--- src/rtl/serial_subtractor_pkg.sv ---
// Shared definitions for the bit-serial subtractor: FSM state encoding.
package serial_subtractor_pkg;

  typedef enum logic [1:0] {
    ST_IDLE = 2'd0,
    ST_RUN  = 2'd1,
    ST_DONE = 2'd2
  } state_e;

endpackage

--- src/rtl/serial_subtractor_full_sub_cell.sv ---
// One-bit full subtractor built from two cascaded half-subtractor stages.
module half_sub (
  input  logic x,
  input  logic y,
  output logic d,
  output logic bo
);
  assign d  = x ^ y;
  assign bo = ~x & y;
endmodule

module full_sub_cell (
  input  logic x,
  input  logic y,
  input  logic bi,
  output logic d,
  output logic bo
);
  logic d1, b1, b2;

  half_sub u_hs0 (.x(x),  .y(y),  .d(d1), .bo(b1));
  half_sub u_hs1 (.x(d1), .y(bi), .d(d),  .bo(b2));

  // At most one stage can borrow, so OR merges them.
  assign bo = b1 | b2;
endmodule

--- src/rtl/serial_subtractor.sv ---
// Bit-serial N-bit subtractor: diff = a - b - bin, one bit per clock, LSB first.
module serial_subtractor
  import serial_subtractor_pkg::*;
#(
  parameter int N     = 8,
  parameter int CNT_W = 6
) (
  input  logic         clk,
  input  logic         rst,
  input  logic         start,
  input  logic [N-1:0] a,
  input  logic [N-1:0] b,
  input  logic         bin,
  output logic         busy,
  output logic         done,
  output logic [N-1:0] diff,
  output logic         bout
);

  state_e             state, state_nxt;
  logic [N-1:0]       a_sh, b_sh, diff_sh, diff_nxt;
  logic               brw;
  logic [CNT_W-1:0]   cnt;
  logic               d, bo, last;

  full_sub_cell u_cell (
    .x  (a_sh[0]),
    .y  (b_sh[0]),
    .bi (brw),
    .d  (d),
    .bo (bo)
  );

  assign last     = (cnt == CNT_W'(N - 1));
  // New bit enters at the MSB so after N shifts bit 0 lands at the LSB.
  assign diff_nxt = (diff_sh >> 1) | (N'(d) << (N - 1));

  always_comb begin
    state_nxt = state;
    case (state)
      ST_IDLE: if (start) state_nxt = ST_RUN;
      ST_RUN:  if (last)  state_nxt = ST_DONE;
      ST_DONE: state_nxt = ST_IDLE;
      default: state_nxt = ST_IDLE;
    endcase
  end

  always_ff @(posedge clk) begin
    if (rst) begin
      state   <= ST_IDLE;
      a_sh    <= '0;
      b_sh    <= '0;
      diff_sh <= '0;
      brw     <= 1'b0;
      cnt     <= '0;
      busy    <= 1'b0;
      done    <= 1'b0;
      diff    <= '0;
      bout    <= 1'b0;
    end else begin
      state <= state_nxt;
      busy  <= (state_nxt != ST_IDLE);
      done  <= 1'b0;
      case (state)
        ST_IDLE: if (start) begin
          a_sh    <= a;
          b_sh    <= b;
          brw     <= bin;
          cnt     <= '0;
          diff_sh <= '0;
        end
        ST_RUN: begin
          a_sh    <= a_sh >> 1;
          b_sh    <= b_sh >> 1;
          diff_sh <= diff_nxt;
          brw     <= bo;
          cnt     <= cnt + 1'b1;
          // Publish on the final bit so results are already valid while DONE.
          if (last) begin
            done <= 1'b1;
            diff <= diff_nxt;
            bout <= bo;
          end
        end
        default: ;
      endcase
    end
  end

endmodule

--- config.mk ---
export PLATFORM = sky130hd
export DESIGN_NAME = serial_subtractor
export DESIGN_NICKNAME = d
export VERILOG_FILES = /design/src/rtl/serial_subtractor_pkg.sv /design/src/rtl/serial_subtractor_full_sub_cell.sv /design/src/rtl/serial_subtractor.sv
export SDC_FILE = /design/constraint.sdc
export NUM_CORES = 1
export LEC_CHECK = 0
export CORE_MARGIN = 2
export CORE_UTILIZATION = 47
export CTS_CLUSTER_SIZE = 30
export DETAILED_ROUTE_END_ITERATION = 16
export MAX_ROUTING_LAYER = met4
export PLACE_DENSITY_LB_ADDON = 0.12
export SYNTH_ARGS = -nofsm -noshare
export SYNTH_HDL_FRONTEND = slang
export SYNTH_SLANG_ARGS = --single-unit
--- constraint.sdc ---
create_clock -name clk -period 1.3 [get_ports clk]
set_input_delay 0.13 -clock clk [delete_from_list [all_inputs] [get_ports clk]]
set_output_delay 0.13 -clock clk [all_outputs]
set_load 0.02 [all_outputs]
# --- Word level (Yosys, flattened, before mapping) ---
# Cells that the tools add are included.
# W data, S select, Z words.
totals:
  regBits: 44
  input_bits: 20
  elab_cells: 43
  out_inout_bits: 11
op_classes:
  bitwise: 9
  eq_ne: 3
  addsub: 1
  n_reduce_logical: 6
  muxes: 14
op_table:
  columns: ["operator", "n"]
  rows:
  - ["$pmux W8 S2", 3]
  - ["$mux W8", 3]
  - ["$pmux W6 S2", 1]
  - ["$or A7 B8 Y8", 1]
  - ["$add A6 B1 Y6 const B", 1]
  - ["$eq A6 B3 Y1 const B", 1]
  - ["$mux W6", 1]
  - ["$mux W2", 2]
  - ["$pmux W2 S2", 1]
  - ["$reduce_and A2 Y1", 2]
  - ["$reduce_bool A2 Y1", 2]
  - ["$not A1 Y1", 3]
  - ["$and A1 B1 Y1", 2]
  - ["$eq A2 B1 Y1 const B", 1]
  - ["$logic_not A2 Y1", 1]
  - ["$mux W1", 2]
  - ["$ne A2 B2 Y1 const B", 1]
  - ["$pmux W1 S2", 1]
  - ["$reduce_or A2 Y1", 1]
  - ["$xor A1 B1 Y1", 2]
  - ["$or A1 B1 Y1", 1]

# --- Longest topological paths before layout ---
depth:
  ltp_word: 5
  ltp_mapped: 5
  depth_no_buf: 5

# --- By module ---
# A second synthesis with hierarchy kept.
unflattened:
  hier_cells: 221
  hier_area_um2: 1948.1
by_module_without_submodules:
  columns: ["module", "cells_per_inst", "instances", "area_per_inst_um2", "seq_area_each_um2"]
  rows:
  - ["serial_subtractor", 214, 1, 1901.8, 860.8]
  - ["half_sub", 3, 2, 20.0, 0.0]
  - ["full_sub_cell", 1, 1, 6.3, 0.0]

# --- Worst setup path before layout ---
# Ideal clock, no wire load.
synth_path:
  path_type: "register -> register"
  startpoint: "reg cnt[0]"
  endpoint: "reg bout"
  setup_ps: 123
  path_stages_with_launch: 5
  required_ps: 1177
  n_path_buf: 0
  arrival_ps: 1187
  path_slack_ps: -11
  synth_period_minus_slack_ps: 1311
  cell_sequence: "dfxtp_1 -> ha_1 -> and2_1 -> and3_1 -> mux2_1"
synth_via:
  elab_chain_len: 2
synth_lines:
  columns: ["element", "line_no", "rtl"]
  rows:
  - ["start, declared", "serial_subtractor.sv:23", "logic [CNT_W-1:0] cnt;"]
  - ["start signal, assigned", "serial_subtractor.sv:77", "cnt <= cnt + 1'b1;"]
  - ["$eq A6 B3 Y1", "serial_subtractor.sv:34", "assign last = (cnt == CNT_W'(N - 1));"]
  - ["$reduce_and A2 Y1 (no line)", null, null]
  - ["end signal, assigned", "serial_subtractor.sv:82", "bout <= bo;"]
  - ["end, declared", "serial_subtractor.sv:17", "output logic bout"]
# No other way between the ends.
# A chain may end at the register's enable or synchronous reset.

# --- Worst setup path in the final report ---
layout_path:
  startpoint: "reg cnt[1]"
  endpoint: "reg bout"
# Same word-level chain as after synthesis.

==> flow_metrics.env <==
export IMPL_synth_largest_area_cell="sky130_fd_sc_hd__dfxtp_1"
export IMPL_final_cell_count_no_fill=286
export IMPL_setup_violations_final=0
export IMPL_clk_insertion_delay_late_ns=0.29
export IMPL_drt_initial_drc_count=94
export IMPL_gp_congestion=0.8273
export IMPL_count_of_standard_cell_rows=22
export IMPL_n_fill_cell=329
export IMPL_grt_overflow_total=0
export IMPL_final_common_cell="sky130_fd_sc_hd__dfxtp_1"
export IMPL_avgViaCountPerCell=5.531
export IMPL_fraction_of_final_layout_cells_sized_beyond_drive_strength_1_pct=19.33
export IMPL_core_area_um2=3716
export IMPL_power_density_nw_per_um2=1067
export IMPL_timing_final_crit_share_pct=96.90
export IMPL_insertedDiodeCount=0
export IMPL_critical_path_cell_chain="ha_4, and2_4, and3_4, mux2_1"
export IMPL_boundaryPins=31
export IMPL_dpl_cell_area_um2=2297
export IMPL_ir_worst_vdd_mv=0.6646
export IMPL_finalHoldViolations=0
export IMPL_syn_to_final_growth_pct=32.56
export IMPL_fmax_mhz=793.8
export IMPL_die_area_um2=4424
export IMPL_drt_antenna_violating_nets=0
export IMPL_synthTopCellsByArea="sky130_fd_sc_hd__dfxtp_1 (47%), sky130_fd_sc_hd__nor2_1 (7.4%), sky130_fd_sc_hd__nand2b_1 (5.8%)"
export IMPL_critical_path_reg2reg_startpoint="cnt[1]$_SDFFE_PP0P_"
export IMPL_grt_start_max_net_pins=33
export IMPL_highest_count_cells_in_the_layout_ignoring_fill_and_taps="sky130_fd_sc_hd__dfxtp_1 (39), sky130_fd_sc_hd__nor2_1 (36), sky130_fd_sc_hd__clkdlybuf4s50_1 (19)"
export IMPL_number_of_global_route_vias_before_repair=1526
export IMPL_final_period_minus_worst_setup_slack_ns=1.260
export IMPL_die_height_um=66.52
export IMPL_drt_total_wl_um=3845
export IMPL_num_vias=1582
export IMPL_max_cap_violations=0
export IMPL_synth_seq_cells=43
export IMPL_synthesis_area_um2=1837
export IMPL_critical_path_max_stage_delay_ns=0.36
export IMPL_total_leakage_power_nw=0.9379
export IMPL_ys_async_sr_fraction_pct=0
export IMPL_r2r_end="bout$_SDFFE_PP0P_"
export IMPL_synth_area_per_cell_um2=9.371
export IMPL_cts_sinks=43
export IMPL_critical_path_n_buffers_inverters=0
export IMPL_synthCells=196
export IMPL_ys_warn_count=0
export IMPL_seq_area_frac_synth_pct=46.87
export IMPL_worstPathArrival_ns=1.44
export IMPL_worst_path_max_fanout=3
export IMPL_post_route_drc_count=0
export IMPL_timing_worst_setup_path_type="register to register"
export IMPL_post_cts_hold_buffer_count=0
export IMPL_dp_cells=279
export IMPL_drt_pre_antenna_iters=5
export IMPL_clock_path_buffers=2
export IMPL_design_area_final_um2=2435
export IMPL_cp_required_ns=1.48
export IMPL_grt_antenna_before_repair=0
export IMPL_floorplan_initialDensity_pct=49.43
export IMPL_timing_worst_slew_pin_value_ns=0.4947
export IMPL_unrepaired_setup_endpoints_after_global_routing="true"
export IMPL_hold_removal_path_class="register to register"
export IMPL_min_delay_path_depth=2
export IMPL_timing_critical_path_from="cnt[1]$_SDFFE_PP0P_"
export IMPL_nNetsFinal=260
export IMPL_clkTransAtPathRegs_ns=0.08
export IMPL_cpLargestDelayFamily="flip-flops"
export IMPL_timing_hold_worst_start="diff[5]$_SDFFE_PP0P_"
export IMPL_status="complete, no violations"
export IMPL_skew_ns=0.004339
export IMPL_cts_made_buffers=5
export IMPL_worst_r2r_path_cells=4
export IMPL_critical_path_slowest_cell="sky130_fd_sc_hd__dfxtp_2"
export IMPL_routed_wire_length_per_instance_um=13.44
export IMPL_clk_root_buffer_cell="sky130_fd_sc_hd__clkbuf_8"
export IMPL_yosys_cell_types_count=41
export IMPL_grt_first_pass_wirelength_um=6582
export IMPL_synth_main_ff_cell="sky130_fd_sc_hd__dfxtp_1"
export IMPL_timing_max_transition_violations_final=0
export IMPL_relSlewSlack_pct=66.98
export IMPL_place_hpwl_um=2733
export IMPL_gr_usage_all_layers_pct=20.16
export IMPL_synthDominantCellAreaShare_pct=46.87
export IMPL_chipWidth_um=66.52
export IMPL_timing_critical_path_depth=4
export IMPL_portBuffers=30
export IMPL_postCtsSetupBuffers=0
export IMPL_cts_htree_levels=2
export IMPL_r2r_setup_slack_ns=0.04
export IMPL_synth_net_count=218
export IMPL_min_to="diff[5]$_SDFFE_PP0P_"
export IMPL_timing_critical_path_to_type="register"
export IMPL_cts_tree="built"
export IMPL_synth_edf_count=0
export IMPL_worst_setup_path_start_kind="register"
export IMPL_hold_ws_ns=0.4720
[state kept, by name (all words and copies together) (netlist names)]
name / cells
brw: 1
cnt: 6
b_sh: 8
diff_sh: 7
busy: 1
a_sh: 8
state: 2
diff: 8
bout: 1
done: 1
[power breakdown]
group | internal [mW] | total (mW) | switching, mW
clock network | 0.416 | 0.831 | 0.415
logic | 0.188 | 0.357 | 0.169
registers | 1.38 | 1.41 | 0.0340
[worst max path at each step]
stage / to / slack [ns]
global route: diff[0]$_SDFFE_PP0P_ / -0.007
global placement: cnt[5]$_SDFFE_PP0P_ / -0.06
floorplan: bout$_SDFFE_PP0P_ / 0.003
finish: bout$_SDFFE_PP0P_ / 0.04
CTS: brw$_SDFFE_PP0P_ / 0.02
detailed placement: state[0]$_SDFF_PP0_ / -0.10
[worst min-delay path: stages, from the launching register on]
cell and delay [ns]:
sky130_fd_sc_hd__dfxtp_1 0.31, sky130_fd_sc_hd__nand2b_1 0.06, sky130_fd_sc_hd__mux2i_1 0.06
[timing repair]
item / 4_1_cts / 5_1_grt
setup endpoints to repair: 31 / 7
pin swaps: 1 / 4
gates resized for setup: 23 / 7
[layer usage]
layer	GRT usage, %	up-vias	wire (um)
met5	-	-	0
met4	6.122	0	19
met3	6.588	2	187
met2	34.13	42	1985
met1	22.67	757	1653
li1	-	781	-
[per-stage QoR]
step / TNS, ns / total power [mW] / setup slack [ns] / utilization, %
3_5_place_dp: -2.167 / 1.781 / -0.1038 / 61.82
6_report: 0 / 2.598 / 0.04026 / 65.52
2_1_floorplan: 0 / 1.633 / 0.003126 / -
4_1_cts: 0 / 2.619 / 0.01837 / 64.92
3_3_place_gp: -0.7454 / 1.769 / -0.06084 / 61.82
5_1_grt: -0.007447 / 2.734 / -0.007447 / 65.52
[kinds of logic (layout without fill, tap and decap cells)]
kind of cell               Yosys count  in the layout  share of synthesized area (%)
DFF                                 43             43                          46.87
buffers and inverters               18             60                          4.632
and+or+nand+nor                     73             73                          20.16
muxes                                9              9                          4.973
adders and majority gates            2              2                          1.771
AOI/OAI and AO/OA                   51             51                          21.59
[layout make-up]
type,instances,area [um^2],area share [%]
clock buffers,6,82.58,3.392
clock inverters,1,5.005,0.2055
inverters,4,15.01,0.6166
multi-input cells,135,944.7,38.80
flip-flops and latches,43,865.8,35.56
well taps,48,60.06,2.467
repair buffers,49,461.7,18.96
[cell usage after synthesis, drive strengths merged (2+ instances only)]
| library cell | n |
|---|---|
| nor2b | 3 |
| nor3 | 2 |
| o22ai | 4 |
| nand2 | 3 |
| nand3 | 3 |
| mux2i | 8 |
| a211oi | 14 |
| or3 | 2 |
| clkbuf | 6 |
| a221oi | 2 |
| a22oi | 10 |
| dfxtp | 43 |
| inv | 4 |
| o2bb2ai | 10 |
| nor2 | 36 |
| nand2b | 18 |
| buf | 8 |
| a21oi | 3 |
No activity file was read; power rests on OpenSTA's default activity.
